`config.mk`:
```
export PLATFORM = sky130hd
export DESIGN_NAME = music_seq_ctrl
export DESIGN_NICKNAME = d
export VERILOG_FILES = /design/src/rtl/music_seq_ctrl.sv
export SDC_FILE = /design/constraint.sdc
export NUM_CORES = 1
export LEC_CHECK = 0
export ABC_AREA = 1
export CAP_MARGIN = 10
export CORE_ASPECT_RATIO = 0.75
export CORE_MARGIN = 2
export CORE_UTILIZATION = 56
export DETAILED_ROUTE_END_ITERATION = 7
export PLACE_DENSITY = 0.77
export SLEW_MARGIN = 20
export SYNTH_ARGS = -nofsm -noshare
export SYNTH_HDL_FRONTEND = slang
export SYNTH_SLANG_ARGS = --single-unit
```
`constraint.sdc`:
```
create_clock -name clk -period 2.49 [get_ports clk]
set_input_delay 0.498 -clock clk [delete_from_list [all_inputs] [get_ports clk]]
set_output_delay 0.498 -clock clk [all_outputs]
set_load 0.1 [all_outputs]
```
`src/rtl/music_seq_ctrl.sv`:
```
// music_seq_ctrl: steps a note-period ROM once per beat and drives a square-wave buzzer
module music_seq_ctrl #(
  parameter int ADDR_W      = 8,
  parameter int NOTE_W      = 20,
  parameter int SONG_LEN    = 144,
  parameter int BEAT_CYCLES = 6250000,
  parameter int REST_PERIOD = 2500,
  parameter int LOOP        = 1
) (
  input  logic              clk,
  input  logic              rst_n,
  input  logic              start,
  input  logic              stop,
  input  logic              pause,
  output logic [ADDR_W-1:0] rom_addr,
  input  logic [NOTE_W-1:0] rom_note,
  output logic              buzzer,
  output logic              busy,
  output logic              done,
  output logic [ADDR_W-1:0] note_idx
);
  localparam int BW = BEAT_CYCLES > 1 ? $clog2(BEAT_CYCLES) : 1;
  typedef enum logic [1:0] {IDLE, FETCH, LOAD, PLAY} state_t;
  state_t            state, state_nxt;
  logic [ADDR_W-1:0] addr_nxt, idx_nxt;
  logic [NOTE_W-1:0] period_reg, period_nxt, tone_cnt, tone_nxt;
  logic [BW-1:0]     beat_cnt, beat_nxt;
  logic              buzzer_nxt, done_nxt, run, last, rest;
  assign busy = state != IDLE;
  assign run  = state == PLAY && !pause;
  assign last = run && beat_cnt == BW'(BEAT_CYCLES - 1);
  // a zero period is what an out-of-range ROM read returns, so it is silent too
  assign rest = period_reg == '0 || period_reg == NOTE_W'(REST_PERIOD);
  always_comb begin
    state_nxt  = state;
    addr_nxt   = rom_addr;
    idx_nxt    = note_idx;
    period_nxt = period_reg;
    tone_nxt   = tone_cnt;
    beat_nxt   = beat_cnt;
    buzzer_nxt = 1'b0;
    done_nxt   = 1'b0;
    if (state == FETCH) state_nxt = LOAD;
    if (state == LOAD) begin
      state_nxt  = PLAY;
      period_nxt = rom_note;
      idx_nxt    = rom_addr;
      tone_nxt   = '0;
      beat_nxt   = '0;
    end
    if (run) begin
      beat_nxt   = beat_cnt + BW'(1);
      tone_nxt   = (rest || tone_cnt == period_reg - NOTE_W'(1)) ? '0 : tone_cnt + NOTE_W'(1);
      buzzer_nxt = !rest && tone_cnt < (period_reg >> 1);
    end
    if (last) begin
      state_nxt = (rom_addr < ADDR_W'(SONG_LEN - 1) || LOOP != 0) ? FETCH : IDLE;
      addr_nxt  = rom_addr < ADDR_W'(SONG_LEN - 1) ? rom_addr + ADDR_W'(1) :
                  LOOP != 0 ? '0 : rom_addr;
      done_nxt  = !(rom_addr < ADDR_W'(SONG_LEN - 1)) && LOOP == 0;
    end
    // start restarts from any state; stop overrides it
    if (start) begin
      state_nxt  = FETCH;
      addr_nxt   = '0;
      buzzer_nxt = 1'b0;
    end
    if (stop) begin
      state_nxt  = IDLE;
      addr_nxt   = '0;
      buzzer_nxt = 1'b0;
    end
  end
  always_ff @(posedge clk or negedge rst_n) begin
    if (!rst_n) begin
      state      <= IDLE;
      rom_addr   <= '0;
      note_idx   <= '0;
      period_reg <= '0;
      tone_cnt   <= '0;
      beat_cnt   <= '0;
      buzzer     <= 1'b0;
      done       <= 1'b0;
    end else begin
      state      <= state_nxt;
      rom_addr   <= addr_nxt;
      note_idx   <= idx_nxt;
      period_reg <= period_nxt;
      tone_cnt   <= tone_nxt;
      beat_cnt   <= beat_nxt;
      buzzer     <= buzzer_nxt;
      done       <= done_nxt;
    end
  end
endmodule

```
==> results.yml, run 1 <==
timing:
  min_period_ps: 2250
  fin_tns_setup_ps: 0
  rsz0062_at_grt: "false"
  hold_violations: 0
  worst_pin_slew_ps: 859
  skew_ps: 6.79
  slew_violations: 0
  relSlewSlack_pct: 42.7
  fmax_mhz: 445
  min_period_over_period_pct: 90.3
  setup_viol: 0
floorplanning:
  io_pins: 44
  die-area_mm2: 0.0103
  row_count: 30
  design.core.area_mm2: 0.00916
  die_x_um: 117
  start_util_pct: 58.1
  die_height_um: 88.4
cells_and_area:
  nets: 820
  drive_above_1_share_pct: 8.75
  layout_common_cells: "nand2_1 (195), inv_1 (91), dfrtp_1 (82)"
  diodes: 0
  largest_reg_flops: 23
  final_util_pct: 67.2
  fillerInstances: 794
  final_common_cell: "nand2_1"
  synthToLayoutAreaGrowth_pct: 15.7
route:
  wl_per_cell_um: 14.8
  first_iter_violations: 377
  drtPass1Iterations: 6
  via_per_inst: 5.49
  post-route-drc-count: 0
  ant_nets: 0
  routed_wl_um: 13400
  dr_total_vias: 4967
grt:
  track_usage_pct: 28.2
  antenna_found_initial: 0
  first_global_vias: 4568
  grt_max_degree: 48
  grt_overflow: 0
  grt_pass1_wl_um: 22600
cts:
  holdBufCountCts: 0
  clk_pin_slew_ps: 60
  clock_path_buffers: 2
  numCtsBuffers: 9
  clk_latency_ps: 350
  postCtsSetupBuffers: 0
  cts_tree: "done"
  cts_max_level: 3
  clock-sinks: 82
  clockRootBuffer: "clkbuf_16"
  cts-resized-gates: 0
worst_setup_path:
  reg2reg_to: "tone_cnt[16]"
  critPathTopFamily: "simple AND/OR/NAND/NOR gates"
  slowest_stage: "dfrtp_1"
  crit_path_end: "tone_cnt[16]"
  endpoint_kind: "flop"
  crit_path_start: "period_reg[4]"
  rr_startpoint: "period_reg[4]"
  path_buf_inv: 2
  worstPathRequired_ps: 2700
  startpoint_type: "flop"
  cp_num_cells: 12
  ff2ff_path_depth: 12
  path_max_fanout: 18
  crit_path_max_incr_delay_ps: 440
  crit_top_cell: "nand2_1"
  path_cells: "nor2_1 -> inv_1 -> nor2_4 -> nand2_1 -> nand2_1 -> nand2_1 -> inv_1 -> nand3_1 -> nor2_2 -> nand3_4 -> nand2_1 -> o21ai_0"
  r2r_setup_slack_ps: 240
  arrival_ps: 2460
  crit_type: "reg2reg"
synth:
  ys_seq_area_share_pct: 38.6
  synth_warnings: 0
  syn_nets: 777
  synthDistinctLibCells: 47
  synth.avg_cell_area_um2: 7.30
  synth_cells: 729
  syn_area_mm2: 0.00532
  ys_seq_elements: 82
placement:
  gp_congestion: 0.923
  port-buffer-count: 42
  dpl.hpwl_um: 9730
min_path:
  worst_hold_path_type: "in2async"
power_and_ir_drop:
  clockPowerShare_pct: 34.7
  p_switching_mw: 1.33
  p_comb_share_pct: 24.7
  intPower_mw: 2.58
  p_sw_share_pct: 33.9
  peakVddDrop_uv: 413
  cellPowerDensity_mw_per_mm2: 634
  seq_power_share_pct: 40.6
  p_leak_nw: 2.93
run_status:
  status: "finished, final reports clean"
flow_run:
  cap_violations: 0
[worst reg2reg max path: cells and delay by family, from the launching register on]
| family | cells | cell delay [ps] |
|---|---|---|
| buffers and inverters | 2 | 180 |
| AND/OR/NAND/NOR | 9 | 1410 |
| flip-flops | 1 | 440 |
| AO/OA/AOI/OAI | 1 | 100 |
[metal layers]
metal  part of all wire, %  global-route usage (%)  vias up
li1                      -                       -     2455
met1                    49                    42.3     2313
met2                    43                    42.0      182
met3                   7.5                    6.30       17
met4                   1.2                    6.10        0
met5                     0                       0        -
[power by group through the flow]
stage	combinational [mW]	sequential, mW	clock (mW)
floorplan	0.651	1.60	0
global placement	0.924	1.60	0
detailed placement	0.946	1.60	0
CTS	0.953	1.58	1.37
global route	1.08	1.60	1.44
finish	0.965	1.58	1.36
[per-stage QoR]
stage | cell area, µm² | instances | hold WS, ps | total power [mW] | worst slack (ps)
after floorplan | 5320 | 729 | 202 | 2.25 | 390
after global placement | 5860 | 889 | 453 | 2.52 | 209
after detailed placement | 5860 | 889 | 462 | 2.55 | 126
after CTS | 6160 | 905 | 178 | 3.90 | 287
after global routing | 6160 | 905 | 203 | 4.12 | 22.0
final | 6160 | 905 | 152 | 3.91 | 242
[cells in the mapped netlist (all sizes together)]
cell / number / area (µm²)
nor3: 16 / 85.1
clkbuf: 14 / 55.1
xor2: 17 / 149
nand2: 198 / 751
conb: 1 / 3.75
a32oi: 1 / 8.76
a31oi: 1 / 6.26
nor3b: 1 / 7.51
a22oi: 1 / 7.51
or2: 3 / 18.8
a32o: 1 / 10.0
nand3b: 9 / 67.6
clkinv: 1 / 3.75
a21boi: 2 / 15.0
nand4: 36 / 225
and2: 1 / 6.26
o211ai: 2 / 15.0
a21oi: 27 / 135
nor4: 4 / 31.3
xnor2: 13 / 114
nor2: 84 / 365
a211oi: 1 / 7.51
nand3: 33 / 188
a22o: 3 / 26.3
ha: 23 / 288
buf: 6 / 35.0
a41oi: 1 / 8.76
inv: 94 / 353
mux2i: 3 / 30.0
o41ai: 1 / 8.76
o21ai: 49 / 245
dfrtp: 82 / 2050
[how the worst min path moves through the flow]
stage	start	end	slack (ps)	cells after the start
global route	rst_n	beat_cnt[20]	200	1
detailed placement	beat_cnt[22]	beat_cnt[22]	460	1
finish	rst_n	beat_cnt[19]	150	1
global placement	beat_cnt[22]	beat_cnt[22]	450	1
CTS	rst_n	beat_cnt[20]	180	1
floorplan	rst_n	beat_cnt[0]	200	0
[final cells by class]
| class | instances | area [µm²] | share of cell area (%) |
|---|---|---|---|
| clock buffer | 12 | 246 | 4.00 |
| clock inverter | 4 | 51.3 | 0.833 |
| inverter | 95 | 357 | 5.79 |
| multi-input combinational | 532 | 2830 | 46.0 |
| sequential | 82 | 2050 | 33.3 |
| tap | 128 | 160 | 2.60 |
| timing repair buffer | 52 | 460 | 7.48 |
[cells by family after synthesis]
| logic type | share of synthesized area [%] |
|---|---|
| AO/OA/AOI/OAI | 9.29 |
| XOR/XNOR | 4.94 |
| buffers and inverters | 8.39 |
| AND/OR/NAND/NOR | 32.8 |
| flip-flops | 38.6 |
| adder cells (fa/ha/maj) | 5.41 |
| multiplexers | 0.564 |
| other | 0.0705 |
Note: power is estimated with default switching activity, not from simulation.
==> run 2: changes to the inputs <==
--- a/config.mk
+++ b/config.mk
@@ -8,7 +8,6 @@
 export ABC_AREA = 1
 export CAP_MARGIN = 10
 export CORE_ASPECT_RATIO = 0.75
-export CORE_MARGIN = 2
 export CORE_UTILIZATION = 56
 export DETAILED_ROUTE_END_ITERATION = 7
 export PLACE_DENSITY = 0.77
==> run 2 against run 1 <==
Utilization increased by 0.59 points. Final area up 0.47%. Clock-buffer cell count grew 1. Sequential power about the same. Critical endpoint is now tone_cnt[0]. Sequential share of layout area fell by 0.15 points.
==> results.yml, run 2 (synthesis gave the netlist of run 1 again) <==
worst_setup_path:
  path_max_fanout: 18
  endpoint_kind: "flop"
  r2r_setup_slack_ps: 210
  startpoint_type: "flop"
  reg2reg_to: "tone_cnt[0]"
  worstPathRequired_ps: 2700
  rr_startpoint: "period_reg[1]"
  crit_type: "reg2reg"
  ff2ff_path_depth: 13
  arrival_ps: 2490
power_and_ir_drop:
  p_leak_nw: 2.94
  p_total_mw: 3.96
  cellPowerDensity_mw_per_mm2: 640
  peakVddDrop_uv: 315
timing:
  min_period_ps: 2280
  fmax_mhz: 438
  holdWs_ps: 145
  hold_violations: 0
  relSlewSlack_pct: 49.6
  min_period_over_period_pct: 91.6
  skew_ps: 6.44
  rsz0062_at_grt: "false"
  slew_violations: 0
  fin_tns_setup_ps: 0
  setup_viol: 0
  worst_pin_slew_ps: 755
grt:
  grt_overflow: 0
  first_global_vias: 4534
  grt_pass1_wl_um: 22300
  grt_max_degree: 48
  antenna_found_initial: 0
  track_usage_pct: 29.1
floorplanning:
  die_x_um: 115
  io_pins: 44
  row_count: 30
  design.core.area_mm2: 0.00912
  die_height_um: 86.4
  start_util_pct: 58.4
  die-area_mm2: 0.00990
cts:
  clock-sinks: 82
  cts_tree: "done"
  clock_path_buffers: 2
  clk_latency_ps: 340
  numCtsBuffers: 9
  postCtsSetupBuffers: 0
  holdBufCountCts: 0
  cts_max_level: 3
  clk_pin_slew_ps: 60
  clockRootBuffer: "clkbuf_16"
placement:
  gp_congestion: 0.931
  dpl.cell_count: 890
  port-buffer-count: 42
  dpl.hpwl_um: 9810
cells_and_area:
  final_common_cell: "nand2_1"
  largest_reg_flops: 23
  synthToLayoutAreaGrowth_pct: 16.2
  nets: 821
  drive_above_1_share_pct: 9.13
  diodes: 0
  layout_common_cells: "nand2_1 (195), inv_1 (91), dfrtp_1 (82)"
  finalNonFillerCells: 906
route:
  via_per_inst: 5.54
  dr_total_vias: 5016
  wl_per_cell_um: 14.8
  ant_nets: 0
  drtPass1Iterations: 5
  first_iter_violations: 357
  routed_wl_um: 13400
  post-route-drc-count: 0
min_path:
  worst_hold_path_type: "in2async"
flow_run:
  cap_violations: 0
run_status:
  status: "finished, final reports clean"
## run 2: cell count changes in the layout (fill, tap and decap cells not counted)
| cell | delta |
|---|---|
| nor2_1 | -1 |
| buf_4 | +1 |
| clkinv_2 | -1 |
| clkbuf_1 | -1 |
| clkbuf_8 | +2 |
| nor2_2 | +1 |
## run 2: worst max path at each step
stage	cells after the start	to	start	slack (ps)
2_1_floorplan	8	rom_addr[3]	rom_addr[1]	390
3_5_place_dp	13	beat_cnt[19]	pause	180
3_3_place_gp	13	beat_cnt[19]	pause	230
4_1_cts	13	tone_cnt[0]	period_reg[1]	230
5_1_grt	13	tone_cnt[0]	period_reg[1]	30
6_report	13	tone_cnt[0]	period_reg[1]	210
## run 2: power by group
part           internal (mW)  switching (mW)
clock network          0.862           0.546
logic                  0.335           0.634
registers               1.44           0.142
## run 2: timing repair
action / in CTS / in global routing
endpoints found under the hold margin: 0 / 0
gates resized for setup: 0 / 1
setup endpoints to repair: 0 / 1
## run 2: layout make-up
| class | instances | area [µm²] |
|---|---|---|
| Clock buffer | 13 | 270 |
| Clock inverter | 3 | 46.3 |
| Fill cell | 781 | 2930 |
| Inverter | 95 | 357 |
| Multi-Input combinational cell | 532 | 2830 |
| Sequential cell | 82 | 2050 |
| Tap cell | 128 | 160 |
| Timing Repair Buffer | 53 | 468 |
## run 2: worst max-delay path, stage by stage (launching register included)
cell and delay, ps:
dfrtp_1 420, inv_1 120, ha_1 220, nand2_2 140
nor2_4 230, nand2_1 70, nand2_1 70, nand2_1 60
inv_2 50, nand3_2 60, nor2_2 170, nand3_4 230
nand2_1 200, o21ai_0 110
## run 2: stage by stage
stage / setup WS [ps] / area, µm² / util (%)
after floorplan: 390 / 5320 / -
after global placement: 229 / 5870 / 64.3
after detailed placement: 179 / 5870 / 64.3
after CTS: 235 / 6180 / 67.8
after global routing: 26.9 / 6190 / 67.8
final: 209 / 6190 / 67.8
## run 2: layer usage
metal  GRT usage, %  vias up  part of all wire [%]
met3           6.64       15                   6.1
met1           41.8     2393                    49
li1               -     2453                     -
met5              0        -                     0
met4           5.55        0                   1.1
met2           45.3      155                    44
